<file path="src/rtl/adc_reader.sv">
// adc_reader: SPI frame reader for a dual-channel 14-bit ADC.
// Pulses AD_CONV, then clocks 34 SPI_SCK periods and captures two 14-bit
// two's-complement words, MSB first. The words are published on ch0/ch1
// together with a one-cycle valid pulse.
//
// Parameters:
//   SCK_DIV   qzt_clk cycles per SPI_SCK half-period (2..255)
// Ports:
//   qzt_clk   system clock, rising edge
//   reset     synchronous, active-high
//   start     level-sampled conversion request
//   SPI_MISO  serial data from the ADC
//   SPI_SCK   serial clock to the ADC, idles low
//   AD_CONV   conversion-start strobe to the ADC
//   ch0, ch1  last received channel samples, registered
//   valid     one-cycle pulse when ch0/ch1 update
//   busy      high while a frame is in progress
// Build option:
//   ADC_OFFSET_BINARY_EN  invert the received MSB (offset-binary output)
module adc_reader #(
    parameter int unsigned SCK_DIV = 4
) (
    input  logic        qzt_clk,
    input  logic        reset,
    input  logic        start,
    input  logic        SPI_MISO,
    output logic        SPI_SCK,
    output logic        AD_CONV,
    output logic [13:0] ch0,
    output logic [13:0] ch1,
    output logic        valid,
    output logic        busy
);

    localparam int unsigned DATA_W = 14;
    localparam int unsigned DIV_W  = 8;
    localparam int unsigned BIT_W  = 6;
    localparam logic [DIV_W-1:0] DIV_LAST = DIV_W'(SCK_DIV - 1);
    localparam logic [BIT_W-1:0] LAST_RISE = BIT_W'(33);

    typedef enum logic [1:0] {IDLE, CONV, SHIFT, DONE} state_t;

    state_t              state, state_nxt;
    logic                start_q;
    logic [DIV_W-1:0]    div_cnt, div_cnt_nxt;
    logic [BIT_W-1:0]    bit_cnt, bit_cnt_nxt;
    logic                half, half_nxt;
    logic [DATA_W-1:0]   sh0, sh0_nxt, sh1, sh1_nxt;
    logic [DATA_W-1:0]   ch0_nxt, ch1_nxt;
    logic                sck_nxt, conv_nxt, valid_nxt, busy_nxt;
    logic                div_tick;

    assign div_tick = (div_cnt == DIV_LAST);

    // Converts the shadow word into the published format.
    function automatic logic [DATA_W-1:0] fmt(input logic [DATA_W-1:0] raw);
`ifdef ADC_OFFSET_BINARY_EN
        return {~raw[DATA_W-1], raw[DATA_W-2:0]};
`else
        return raw;
`endif
    endfunction

    // State register and all datapath/output registers.
    always_ff @(posedge qzt_clk) begin
        if (reset) begin
            state   <= IDLE;
            start_q <= 1'b0;
            div_cnt <= '0;
            bit_cnt <= '0;
            half    <= 1'b0;
            sh0     <= '0;
            sh1     <= '0;
            ch0     <= '0;
            ch1     <= '0;
            SPI_SCK <= 1'b0;
            AD_CONV <= 1'b0;
            valid   <= 1'b0;
            busy    <= 1'b0;
        end else begin
            state   <= state_nxt;
            start_q <= start;
            div_cnt <= div_cnt_nxt;
            bit_cnt <= bit_cnt_nxt;
            half    <= half_nxt;
            sh0     <= sh0_nxt;
            sh1     <= sh1_nxt;
            ch0     <= ch0_nxt;
            ch1     <= ch1_nxt;
            SPI_SCK <= sck_nxt;
            AD_CONV <= conv_nxt;
            valid   <= valid_nxt;
            busy    <= busy_nxt;
        end
    end

    // Next-state, counters, capture and output decode.
    always_comb begin
        state_nxt   = state;
        div_cnt_nxt = div_cnt;
        bit_cnt_nxt = bit_cnt;
        half_nxt    = half;
        sck_nxt     = SPI_SCK;
        sh0_nxt     = sh0;
        sh1_nxt     = sh1;
        ch0_nxt     = ch0;
        ch1_nxt     = ch1;

        case (state)
            IDLE: begin
                div_cnt_nxt = '0;
                bit_cnt_nxt = '0;
                half_nxt    = 1'b0;
                sck_nxt     = 1'b0;
                if (start_q) state_nxt = CONV;
            end
            CONV: begin
                // Two divider periods of AD_CONV, tracked with the half flag.
                if (div_tick) begin
                    div_cnt_nxt = '0;
                    half_nxt    = ~half;
                    if (half) state_nxt = SHIFT;
                end else begin
                    div_cnt_nxt = div_cnt + DIV_W'(1);
                end
            end
            SHIFT: begin
                if (div_tick) begin
                    div_cnt_nxt = '0;
                    sck_nxt     = ~SPI_SCK;
                    if (!SPI_SCK) begin
                        // Rising SCK edge: capture MISO into the proper shadow.
                        if (bit_cnt >= BIT_W'(2) && bit_cnt <= BIT_W'(15))
                            sh0_nxt = {sh0[DATA_W-2:0], SPI_MISO};
                        if (bit_cnt >= BIT_W'(18) && bit_cnt <= BIT_W'(31))
                            sh1_nxt = {sh1[DATA_W-2:0], SPI_MISO};
                    end else if (bit_cnt == LAST_RISE) begin
                        // Final falling edge: frame complete, publish words.
                        bit_cnt_nxt = '0;
                        state_nxt   = DONE;
                        ch0_nxt     = fmt(sh0);
                        ch1_nxt     = fmt(sh1);
                    end else begin
                        bit_cnt_nxt = bit_cnt + BIT_W'(1);
                    end
                end else begin
                    div_cnt_nxt = div_cnt + DIV_W'(1);
                end
            end
            DONE: begin
                state_nxt = IDLE;
            end
            default: begin
                state_nxt = IDLE;
            end
        endcase

        // Outputs are registered copies of the upcoming state decode.
        conv_nxt  = (state_nxt == CONV);
        valid_nxt = (state_nxt == DONE);
        busy_nxt  = (state_nxt == CONV) || (state_nxt == SHIFT);
    end

endmodule
</file>
<file path="config.mk">
export PLATFORM = sky130hd
export DESIGN_NAME = adc_reader
export DESIGN_NICKNAME = d
export VERILOG_FILES = /design/src/rtl/adc_reader.sv
export SDC_FILE = /design/constraint.sdc
export NUM_CORES = 1
export LEC_CHECK = 0
export CAP_MARGIN = 20
export CORE_MARGIN = 4
export CORE_UTILIZATION = 60
export CTS_CLUSTER_DIAMETER = 60
export DETAILED_ROUTE_END_ITERATION = 12
export DONT_BUFFER_PORTS = 1
export HOLD_SLACK_MARGIN = 0.06
export MAX_ROUTING_LAYER = met4
export PLACE_DENSITY = 0.84
export SYNTH_ARGS = -nofsm -noshare
export SYNTH_HDL_FRONTEND = slang
export SYNTH_SLANG_ARGS = --single-unit
</file>
<file path="constraint.sdc">
create_clock -name qzt_clk -period 6.1 [get_ports qzt_clk]
set_input_delay 1.525 -clock qzt_clk [delete_from_list [all_inputs] [get_ports qzt_clk]]
set_output_delay 1.525 -clock qzt_clk [all_outputs]
set_load 0.01 [all_outputs]
</file>
==> impl_metrics.json, run 1 <==
{
  "setup_ws_ps": 3270,
  "powerDensity_mw_per_mm2": 307,
  "drt_iter0_drc": 81,
  "clock_path_buffers": 2,
  "grt_pass1_vias": 2133,
  "synthFlopType": "dfxtp_1",
  "crit_type": "reg -> reg",
  "worst_slew_pin_slew_ps": 612,
  "r2r_start": "div_cnt[0]$_SDFFE_PP0P_",
  "hold_viol_final": 0,
  "dp_hpwl_mm": 3.59,
  "antenna_cells": 0,
  "gp_routability_congestion": 0.878,
  "rows": 25,
  "htree_levels": 3,
  "cp-start-kind": "flip-flop",
  "finalClockSkew_ps": 7.82,
  "ir_worst_vdd_v": 0.000273,
  "holdBufCountCts": 0,
  "hold_class": "reg -> reg",
  "via_per_inst": 5.34,
  "cp.required_ps": 6390,
  "first_pass_iters": 4,
  "yosysUniqueCellTypes": 37,
  "fin_nets": 365,
  "cts_sinks": 78,
  "seq_area_frac_synth_pct": 50.5,
  "tritoncts": "built",
  "critPathLaunch": "div_cnt[0]$_SDFFE_PP0P_",
  "r2r_slack_ps": 3270,
  "max_slew_margin_pct": 59.1,
  "synth_area_per_cell_sq_um": 8.63,
  "yosys_warnings": 0,
  "grt_util_all_layers_pct": 19.4,
  "antenna_found_initial": 0,
  "yosys-top-cells-area": "dfxtp_1 51%, nand2_1 12%, a21oi_1 7.3%",
  "cts_setup_buffers": 0,
  "die_area_sq_mm": 0.00636,
  "final_max_slew_viol_count": 0,
  "synth_top_family_by_area": "simple AND/OR/NAND/NOR gates",
  "core-area_sq_mm": 0.00485,
  "fmax_ghz": 0.353,
  "synth_edf_count": 0,
  "cap_viol_max_count": 0,
  "synth_top_area_share_pct": 50.5,
  "grt_pass1_wl_mm": 9.45,
  "fin_util_pct": 67.9,
  "ant_nets": 0,
  "pre_cts_ws_ps": 2950,
  "setup.worst_path.end_class": "flip-flop",
  "path_clk_slew_ps": 70,
  "outcome": "completed",
  "setup_tns_ps": 0,
  "synth_compound_area_share_pct": 10.5,
  "start_util_pct": 63.7,
  "grt_max_degree": 68,
  "netlist_area_sq_mm": 0.00309,
  "synth_mux_area_share_pct": 5.22,
  "synthSimpleGateAreaFrac_pct": 23.0,
  "post-route-period-util_pct": 46.4,
  "rsz0062_at_grt": "false",
  "syn_nets": 371,
  "cp.arrival_ps": 3120,
  "syn_inst": 358,
  "clock_latency_ps": 350,
  "die_x_microns": 79.8,
  "grt_overflow": 0,
  "ys_async_sr_fraction_pct": 0,
  "crit_fanout": 19,
  "worstHoldStart": "sh0[13]$_SDFFE_PP0P_",
  "wl_per_cell_microns": 12.7,
  "ios": 36,
  "power.leakage_nw": 1.22,
  "final_cell_mix": "98 x nand2_1, 78 x dfxtp_1, 45 x a21oi_1",
  "cts_buffers": 9,
  "die_h_microns": 79.8,
  "setup_violations": 0,
  "wl_mm": 5.38,
  "ys_seq_elements": 78,
  "placement.io_buffers": 0,
  "post-route-min-period_ps": 2830,
  "drive_gt1_share_pct": 6.72,
  "clock-root-buffer": "clkbuf_8",
  "fill_cells": 404,
  "num_vias": 2263,
  "synth_top_area_cell": "dfxtp_1",
  "synthAdderAreaFrac_pct": 3.65,
  "final_common_cell": "nand2_1",
  "ctsResizeCount": 0,
  "synth_xor_area_share_pct": 2.84,
  "synthToLayoutAreaGrowth_pct": 6.64,
  "drcViolationCount": 0
}
## final timing paths
path / to / cells after the start
min: sh0[13]$_SDFFE_PP0P_ / 2
max: busy$_SDFF_PP0_ / 8
max reg2reg: busy$_SDFF_PP0_ / 8
min reg2reg: sh0[13]$_SDFFE_PP0P_ / 2
## sequential cells by signal (all words and copies together) (netlist names), 2 cells and up
name,cells
state,2
sh0,14
div_cnt,8
sh1,14
bit_cnt,6
ch0,14
ch1,14
## cell type report
class / count / area [sq um] / area share, %
clock buffers: 9 / 124 / 3.76
inverters: 5 / 18.8 / 0.570
multi-input cells: 257 / 1400 / 42.4
repair buffers: 1 / 15.0 / 0.456
flip-flops and latches: 78 / 1560 / 47.4
clock inverters: 7 / 95.1 / 2.89
well taps: 67 / 83.8 / 2.54
## critical path, cell delays in order, from the launching register on
cell and delay [ps]:
dfxtp_1 390, ha_1 220, or4b_4 500, nor3_4 370
nand2_1 370, buf_8 290, o21ai_0 250, ha_1 280
nor2_1 100
## per-stage QoR
step / cells / power (mW) / area, sq um / hold slack, ps
finish: 424 / 1.01 / 3290 / 453
CTS: 423 / 1.02 / 3280 / 451
floorplan: 358 / 0.596 / 3090 / 432
detailed placement: 407 / 0.606 / 3060 / 440
global route: 424 / 1.06 / 3290 / 481
global placement: 407 / 0.603 / 3060 / 436
## cell families after synthesis
group,count (synthesis)
mux,16
buf+inv,23
simple gates,162
fa+ha+maj,9
compound gates,60
xor+xnor,10
flops,78
## metal layers
layer | global-route usage, % | part of all wire [%]
met5 | - | 0
met4 | 6.59 | 1.3
met3 | 7.22 | 5.9
met2 | 31.1 | 48
met1 | 22.7 | 45
## Yosys cell counts (2+ instances only)
master,instances
buf_2,3
xor2_1,7
nand3_1,3
nor4_1,2
nand4_1,3
mux2i_1,15
nor2_1,35
a21oi_1,45
xnor2_1,3
clkbuf_1,9
nand3b_1,2
nor2b_1,5
nand2b_1,2
o21ai_0,9
buf_6,4
nand2_1,98
ha_1,9
or3_1,3
o21bai_1,2
inv_1,5
dfxtp_1,78
## power breakdown
part	internal (mW)	leakage [nW]	switching [mW]
Clock	0.232	0.110	0.187
Sequential	0.520	0.629	0.0122
Combinational	0.0239	0.483	0.0390
Power figures use the tool's default switching activity.
==> inputs of run 2 (changes only) <==
==> constraint.sdc (replaced) <==
create_clock -name qzt_clk -period 2.85 [get_ports qzt_clk]
set_input_delay 0.7125 -clock qzt_clk [delete_from_list [all_inputs] [get_ports qzt_clk]]
set_output_delay 0.7125 -clock qzt_clk [all_outputs]
set_load 0.01 [all_outputs]
==> impl_metrics.json, run 2 (synthesis results as in run 1) <==
{
  "outcome": "completed",
  "start_util_pct": 63.7,
  "ir_worst_vdd_v": 0.000547,
  "post-route-min-period_ps": 2450,
  "grt_util_all_layers_pct": 21.3,
  "cts_sinks": 78,
  "dp_hpwl_mm": 3.75,
  "setup.worst_path.end_class": "flip-flop",
  "drcViolationCount": 0,
  "fin_nets": 368,
  "crit_type": "reg -> reg",
  "die_area_sq_mm": 0.00636,
  "final_cell_mix": "98 x nand2_1, 78 x dfxtp_1, 45 x a21oi_1",
  "finalClockSkew_ps": 8.27,
  "ios": 36,
  "first_pass_iters": 4,
  "antenna_cells": 0,
  "crit_fanout": 13,
  "grt_pass1_wl_mm": 10.2,
  "clock-root-buffer": "clkbuf_8",
  "die_x_microns": 79.8,
  "gp_routability_congestion": 0.870,
  "core-area_sq_mm": 0.00485,
  "placement.io_buffers": 0,
  "worst_slew_pin_slew_ps": 494,
  "cts_setup_buffers": 0,
  "cts_buffers": 9,
  "clock_latency_ps": 350,
  "fmax_ghz": 0.409,
  "final_common_cell": "nand2_1",
  "htree_levels": 3,
  "drive_gt1_share_pct": 7.50,
  "cp-start-kind": "flip-flop",
  "cap_viol_max_count": 0,
  "cp.arrival_ps": 2740,
  "max_slew_margin_pct": 67.1,
  "final_max_slew_viol_count": 0,
  "r2r_start": "div_cnt[0]$_SDFFE_PP0P_",
  "rsz0062_at_grt": "false",
  "worstHoldStart": "reset",
  "grt_max_degree": 68,
  "hold_class": "in -> reg",
  "setup_tns_ps": 0,
  "critPathLaunch": "div_cnt[0]$_SDFFE_PP0P_",
  "rows": 25,
  "hold_viol_final": 0,
  "grt_pass1_vias": 2262,
  "drt_iter0_drc": 112,
  "powerDensity_mw_per_mm2": 704,
  "die_h_microns": 79.8,
  "synthToLayoutAreaGrowth_pct": 8.75,
  "clock_path_buffers": 2,
  "antenna_found_initial": 0,
  "holdBufCountCts": 0,
  "cp.required_ps": 3140,
  "ant_nets": 0,
  "wl_per_cell_microns": 14.2,
  "ctsResizeCount": 0,
  "tritoncts": "built",
  "via_per_inst": 5.49,
  "power.leakage_nw": 1.25,
  "path_clk_slew_ps": 80,
  "grt_overflow": 0,
  "num_vias": 2346,
  "setup_violations": 0,
  "setup_ws_ps": 404,
  "wl_mm": 6.05,
  "post-route-period-util_pct": 85.8,
  "pre_cts_ws_ps": 489
}
run 2: area by class of cell:
class	count	area (sq um)
clock buffers	9	124
clock inverters	7	145
fillers	394	1490
inverters	5	18.8
multi-input cells	257	1400
flip-flops and latches	78	1560
well taps	67	83.8
repair buffers	4	30.0
run 2: worst paths after layout:
path	endpoint	slack [ps]	cells after the start
hold reg to reg	ch0[13]$_SDFFE_PP0P_	460	2
setup / recovery	busy$_SDFF_PP0_	400	7
setup reg to reg	busy$_SDFF_PP0_	400	7
hold / removal	div_cnt[0]$_SDFFE_PP0P_	430	1
run 2: power by group:
part / switching [mW] / total, mW / leakage [nW] / internal [mW]
combinational: 0.0899 / 0.142 / 0.493 / 0.0521
clock: 0.409 / 1.08 / 0.130 / 0.674
sequential: 0.0266 / 1.14 / 0.629 / 1.11
run 2: worst max-delay path, stage by stage, from the launching register on:
cell     delay (ps)
dfxtp_1         410
ha_1            240
or4b_4          510
nor3_4          380
and2_4          300
o21ai_0         160
ha_1            300
nor2_1           90
run 2: metrics by stage:
stage	hold slack [ps]	cells	util [%]	power (mW)	area (sq um)
finish	430	427	69.3	2.36	3360
global route	398	427	69.3	2.46	3360
CTS	411	427	69.3	2.38	3360
detailed placement	442	411	63.7	1.30	3090
global placement	434	411	63.7	1.29	3090
floorplan	432	358	-	1.28	3090
run 2: routing by layer:
metal / wire [microns] / global-route usage (%)
met2: 3020 / 34.4
met3: 389 / 7.90
met4: 121 / 8.11
met1: 2520 / 24.3
met5: 0 / -
